### config.mk
export PLATFORM = sky130hd
export DESIGN_NAME = ahb_slave_mux
export DESIGN_NICKNAME = d
export VERILOG_FILES = /design/src/rtl/ahb_pkg.sv /design/src/rtl/ahb_default_slave.sv /design/src/rtl/ahb_slave_mux.sv
export SDC_FILE = /design/constraint.sdc
export NUM_CORES = 1
export LEC_CHECK = 0
export BUFFER_PORTS_ARGS = -buffer_cell sky130_fd_sc_hd__buf_4
export CAP_MARGIN = 20
export CORE_MARGIN = 2
export CORE_UTILIZATION = 32
export CTS_BUF_LIST = sky130_fd_sc_hd__clkbuf_4 sky130_fd_sc_hd__clkbuf_8
export DETAILED_ROUTE_END_ITERATION = 10
export PLACE_DENSITY_LB_ADDON = 0.25
export SYNTH_ARGS = -nofsm -noshare
export SYNTH_HDL_FRONTEND = slang
export SYNTH_SLANG_ARGS = --single-unit
### constraint.sdc
create_clock -name hclk -period 2.2 [get_ports hclk]
set_input_delay 0.44 -clock hclk [delete_from_list [all_inputs] [get_ports hclk]]
set_output_delay 0.44 -clock hclk [all_outputs]
set_load 0.01 [all_outputs]
### src/rtl/ahb_pkg.sv
// Shared AHB-Lite encodings for the SoPC bus fabric.
package ahb_pkg;

  typedef enum logic [1:0] {
    HTRANS_IDLE   = 2'b00,
    HTRANS_BUSY   = 2'b01,
    HTRANS_NONSEQ = 2'b10,
    HTRANS_SEQ    = 2'b11
  } htrans_e;

  localparam logic HRESP_OKAY  = 1'b0;
  localparam logic HRESP_ERROR = 1'b1;

  // Bit positions in the one-hot data-phase select; all-zero means no owner.
  localparam int unsigned SLV_RAM = 0;
  localparam int unsigned SLV_PIO = 1;
  localparam int unsigned SLV_APB = 2;
  localparam int unsigned SLV_DEF = 3;
  localparam int unsigned NUM_SLV = 4;

  typedef enum logic [1:0] {
    DEF_IDLE = 2'b00,
    DEF_ERR1 = 2'b01,
    DEF_ERR2 = 2'b10
  } def_state_e;

  // True for transfers that require a real response (NONSEQ or SEQ).
  function automatic logic is_transfer(input logic [1:0] htrans);
    return (htrans == HTRANS_NONSEQ) || (htrans == HTRANS_SEQ);
  endfunction

endpackage

### src/rtl/ahb_default_slave.sv
// Default slave: two-cycle ERROR for unmapped transfers, plus a saturating
// count of how many such transfers were seen.
module ahb_default_slave
  import ahb_pkg::*;
#(
  parameter int unsigned CNT_W = 8
) (
  input  logic             hclk,
  input  logic             hresetn,
  input  logic             sel,
  input  logic             hready,
  output logic             hreadyout,
  output logic             hresp,
  output logic [CNT_W-1:0] unmapped_cnt
);

  def_state_e state_q, state_d;
  logic       enter_err;

  // State register.
  always_ff @(posedge hclk or negedge hresetn) begin
    if (!hresetn) state_q <= DEF_IDLE;
    else          state_q <= state_d;
  end

  // Next state and response outputs; ERR2 is itself an accepting cycle.
  always_comb begin
    state_d   = state_q;
    hreadyout = 1'b1;
    hresp     = HRESP_OKAY;
    case (state_q)
      DEF_IDLE: begin
        if (sel && hready) state_d = DEF_ERR1;
      end
      DEF_ERR1: begin
        hreadyout = 1'b0;
        hresp     = HRESP_ERROR;
        state_d   = DEF_ERR2;
      end
      DEF_ERR2: begin
        hresp   = HRESP_ERROR;
        state_d = (sel && hready) ? DEF_ERR1 : DEF_IDLE;
      end
      default: state_d = DEF_IDLE;
    endcase
    enter_err = (state_d == DEF_ERR1) && (state_q != DEF_ERR1);
  end

  // Saturating count of unmapped transfers entering the error response.
  always_ff @(posedge hclk or negedge hresetn) begin
    if (!hresetn)
      unmapped_cnt <= '0;
    else if (enter_err && (unmapped_cnt != '1))
      unmapped_cnt <= unmapped_cnt + CNT_W'(1);
  end

endmodule

### src/rtl/ahb_slave_mux.sv
// AHB-Lite data-phase response mux with integrated default slave.
module ahb_slave_mux
  import ahb_pkg::*;
#(
  parameter int unsigned DW    = 32,
  parameter int unsigned CNT_W = 8
) (
  input  logic             hclk,
  input  logic             hresetn,
  input  logic [1:0]       htrans,
  input  logic             ram_hsel,
  input  logic             pio_hsel,
  input  logic             apbsys_hsel,
  input  logic             ram_hreadyout,
  input  logic             ram_hresp,
  input  logic [DW-1:0]    ram_hrdata,
  input  logic             pio_hreadyout,
  input  logic             pio_hresp,
  input  logic [DW-1:0]    pio_hrdata,
  input  logic             apbsys_hreadyout,
  input  logic             apbsys_hresp,
  input  logic [DW-1:0]    apbsys_hrdata,
  output logic             hready,
  output logic             hresp,
  output logic [DW-1:0]    hrdata,
  output logic [CNT_W-1:0] unmapped_cnt
);

  logic [NUM_SLV-1:0] dsel_q, dsel_d;
  logic               unmapped_sel;
  logic               def_hreadyout;
  logic               def_hresp;

  // Address-phase decode into a one-hot owner (all-zero = no owner).
  always_comb begin
    dsel_d       = '0;
    unmapped_sel = 1'b0;
    if (ram_hsel)             dsel_d[SLV_RAM] = 1'b1;
    else if (pio_hsel)        dsel_d[SLV_PIO] = 1'b1;
    else if (apbsys_hsel)     dsel_d[SLV_APB] = 1'b1;
    else if (is_transfer(htrans)) begin
      dsel_d[SLV_DEF] = 1'b1;
      unmapped_sel    = 1'b1;
    end
  end

  // Data-phase owner, loaded only on accepting edges.
  always_ff @(posedge hclk or negedge hresetn) begin
    if (!hresetn)    dsel_q <= '0;
    else if (hready) dsel_q <= dsel_d;
  end

  // Return-path mux; no owner gives a zero-wait OKAY with zero data.
  always_comb begin
    hready = 1'b1;
    hresp  = HRESP_OKAY;
    hrdata = '0;
    if (dsel_q[SLV_RAM]) begin
      hready = ram_hreadyout;
      hresp  = ram_hresp;
      hrdata = ram_hrdata;
    end else if (dsel_q[SLV_PIO]) begin
      hready = pio_hreadyout;
      hresp  = pio_hresp;
      hrdata = pio_hrdata;
    end else if (dsel_q[SLV_APB]) begin
      hready = apbsys_hreadyout;
      hresp  = apbsys_hresp;
      hrdata = apbsys_hrdata;
    end else if (dsel_q[SLV_DEF]) begin
      hready = def_hreadyout;
      hresp  = def_hresp;
    end
  end

  ahb_default_slave #(
    .CNT_W(CNT_W)
  ) u_default_slave (
    .hclk        (hclk),
    .hresetn     (hresetn),
    .sel         (unmapped_sel),
    .hready      (hready),
    .hreadyout   (def_hreadyout),
    .hresp       (def_hresp),
    .unmapped_cnt(unmapped_cnt)
  );

endmodule

==> impl_metrics.toml <==
[setup_path]
crit_fanout = 2
cp.depth = 7
path_cells = "inv_2 -> ha_4 -> and3b_1 -> or4_4 -> and3_4 -> inv_4 -> buf_6"
criticalPathCategory = "reg2out"
crit_family = "simple AND/OR/NAND/NOR gates"
crit_buf_inv = 3
worstPathRequired_ns = 1.76
rr_worst_depth = 9
cp-start-kind = "register"
cp-end-kind = "output pin"
critPathArrivalTime_ns = 1.83
critPathSlowestCell = "or4_4"
crit_path_max_incr_delay_ns = 0.50

[clock_network]
h-tree-depth = 1
cts_tree = "done"
cts_inserted_buffers = 3
clk_latency_ns = 0.25
cts_num_sinks = 14
root_buffer = "clkbuf_8"
postCtsHoldBufs = 0
clkSlewWorstSetupHoldPaths_ns = 0.06
clockBufferDepth = 2

[timing]
max_freq_ghz = 0.440
hold_viol_final = 0
finalMaxSlewViolations = 0
timing.slew.headroom_pct = 68.2
setup_violations = 2
timing.final.crit_share_pct = 103
post-route-worst-setup-slack_ns = -0.0702
post-route-min-period_ns = 2.27
fin_skew_ns = 0.00376
rsz0062_at_grt = "true"
tightestPinTransition_ns = 0.478

[synth]
synth_edf_count = 0
yosysTopAreaCell = "dfrtp_1"
synthArstFlopShare_pct = 100
syn_area_sq_um = 1410
yosys.area.top_type_share_pct = 24.9
mappedNetlistNets = 308
yosysUniqueCellTypes = 31
synth-main-ff-cell = "dfrtp_1"
ys_ff_latch = 14
ys_top_cells_by_area = "dfrtp_1 25%, a22oi_1 17%, o21ai_0 12%"
synth_cells = 193
yosysSeqAreaShare_pct = 24.9
yosys_warnings = 0
syn_avg_cell_area_sq_um = 7.29

[floorplan]
core_sq_um = 4290
num_io_pins = 151
rows = 24
dieArea_sq_um = 4940
die_w_um = 70.3
start_util_pct = 32.8
fp.dieH_um = 70.3

[drt]
drc = 0
ant_nets = 0
vias = 2083
drt-total-wl_um = 5940
firstDrtPassIters = 4
routed_via_density = 5.16
wl_per_cell_um = 14.7
first_iter_violations = 136

[global_route]
grt_pass1_vias = 2008
grt_overflow = 0
grt_max_degree = 59
grt_util_all_layers_pct = 22.9
grt_antenna_before_repair = 0
grt_pass1_wl_um = 9330

[cells_and_area]
drive_gt1_share_pct = 54.3
utilization_pct = 65.8
syn_to_final_growth_pct = 101
n_antenna_cell = 0
multi_input_area_sq_um = 1020
nFillCells = 384
seqCellArea_sq_um = 352
nNetsFinal = 468

[pwr]
power.total_w = 0.00175
irDropWorstVdd_mv = 0.332
pwr_density_cell_nw_per_um2 = 621
power_leakage_nw = 1.43

[run_status]
status = "complete, but fails checks"
violations = "negative setup slack"

[run]
maxCapViolCount = 0

[placement]
hpwl_um = 4640
io_buffer_count = 149
place.gp.congestion = 0.808

[min_path]
min_path_type = "in2async"
==> through the flow <==
| stage | setup TNS [ns] | cell area (sq um) | hold WS [ns] | std cells | setup slack (ns) |
|---|---|---|---|---|---|
| 3_5_place_dp | -0.0979 | 2660 | 0.305 | 392 | -0.0464 |
| 2_1_floorplan | -0.0671 | 1410 | 0.144 | 193 | -0.0671 |
| 5_1_grt | -0.612 | 2830 | 0.0431 | 404 | -0.111 |
| 3_3_place_gp | -0.00327 | 2660 | 0.300 | 392 | -0.00327 |
| 6_report | -0.0800 | 2830 | 0.0305 | 404 | -0.0702 |
| 4_1_cts | -0.202 | 2800 | 0.0393 | 402 | -0.104 |
==> path summary, 6_finish.rpt <==
| kind | slack, ns | start | end |
|---|---|---|---|
| max | -0.07 | u_default_slave.state_q[1] | hready |
| min | 0.03 | hresetn | u_default_slave.unmapped_cnt[3] |
| max reg2reg | -0.01 | u_default_slave.state_q[1] | u_default_slave.unmapped_cnt[4] |
| min reg2reg | 0.52 | u_default_slave.unmapped_cnt[0] | u_default_slave.unmapped_cnt[0] |
| max in group asynchronous | 1.97 | hresetn | dsel_q[0] |
| min in group hclk | 0.44 | ram_hsel | dsel_q[0] |
==> report_power, final <==
group          total (W)  switching (W)  internal, W
sequential      0.000354      0.0000484     0.000306
combinational    0.00114       0.000545     0.000600
clock           0.000256      0.0000970     0.000159
total            0.00175       0.000690      0.00106
==> cell families (layout without fill, tap and decap cells) <==
logic type	after synthesis	in the layout	synth area share, %
AO/OA/AOI/OAI	75	75	34.6
AND/OR/NAND/NOR	69	69	23.4
buffers and inverters	21	180	5.61
flip-flops	14	14	24.9
multiplexers	7	7	5.52
adder cells (fa/ha/maj)	6	6	5.34
XOR/XNOR	1	1	0.623
==> cells in the final DEF, fill, tap and decap left out, drive strengths merged, types with 2 or more instances in the layout <==
cell	Yosys	final
a31oi	2	2
nand3b	2	2
mux2	6	6
and3	7	7
and2	2	2
nor2	4	4
dfrtp	14	14
a22oi	32	32
o21ai	33	33
inv	5	5
ha	6	6
nor3	2	2
nand3	4	4
a211oi	2	2
nor2b	3	3
a21oi	3	3
clkbuf	14	4
nand2	40	40
buf	2	171
==> per-layer routing <==
| layer | track usage (%) | up-vias | wire length [um] | share of wire, % |
|---|---|---|---|---|
| li1 | - | 1029 | - | - |
| met1 | 28.8 | 948 | 2380 | 40 |
| met2 | 39.6 | 95 | 3060 | 51 |
| met3 | 4.62 | 11 | 409 | 6.9 |
| met4 | 5.56 | 0 | 94 | 1.6 |
| met5 | 0 | - | 0 | 0 |
==> final cells by class <==
cell class / instances / share of cell area, %
well taps: 52 / 2.30
multi-input cells: 158 / 36.0
repair buffers: 171 / 46.5
flip-flops and latches: 14 / 12.4
inverters: 5 / 0.753
clock buffers: 4 / 1.95
==> synthesized netlist by cell type (all sizes together), types with 2 or more instances <==
library cell / count
and2: 2
nor2: 4
ha: 6
nand2: 40
buf: 2
dfrtp: 14
nor2b: 3
nor3: 2
mux2: 6
a22oi: 32
and3: 7
nand3: 4
a21oi: 3
clkbuf: 14
o21ai: 33
a31oi: 2
inv: 5
nand3b: 2
a211oi: 2
==> what timing repair did <==
item	in CTS	in global routing
buffers inserted	6	2
setup endpoints to repair	5	11
gates resized for setup	11	6
cloned	0	0
pin swaps	5	2
==> state kept, by name, summed over array words and instances (netlist names) <==
register,count
u_default_slave.state_q,2
dsel_q,4
u_default_slave.unmapped_cnt,8
(Power assumes the default switching activity.)
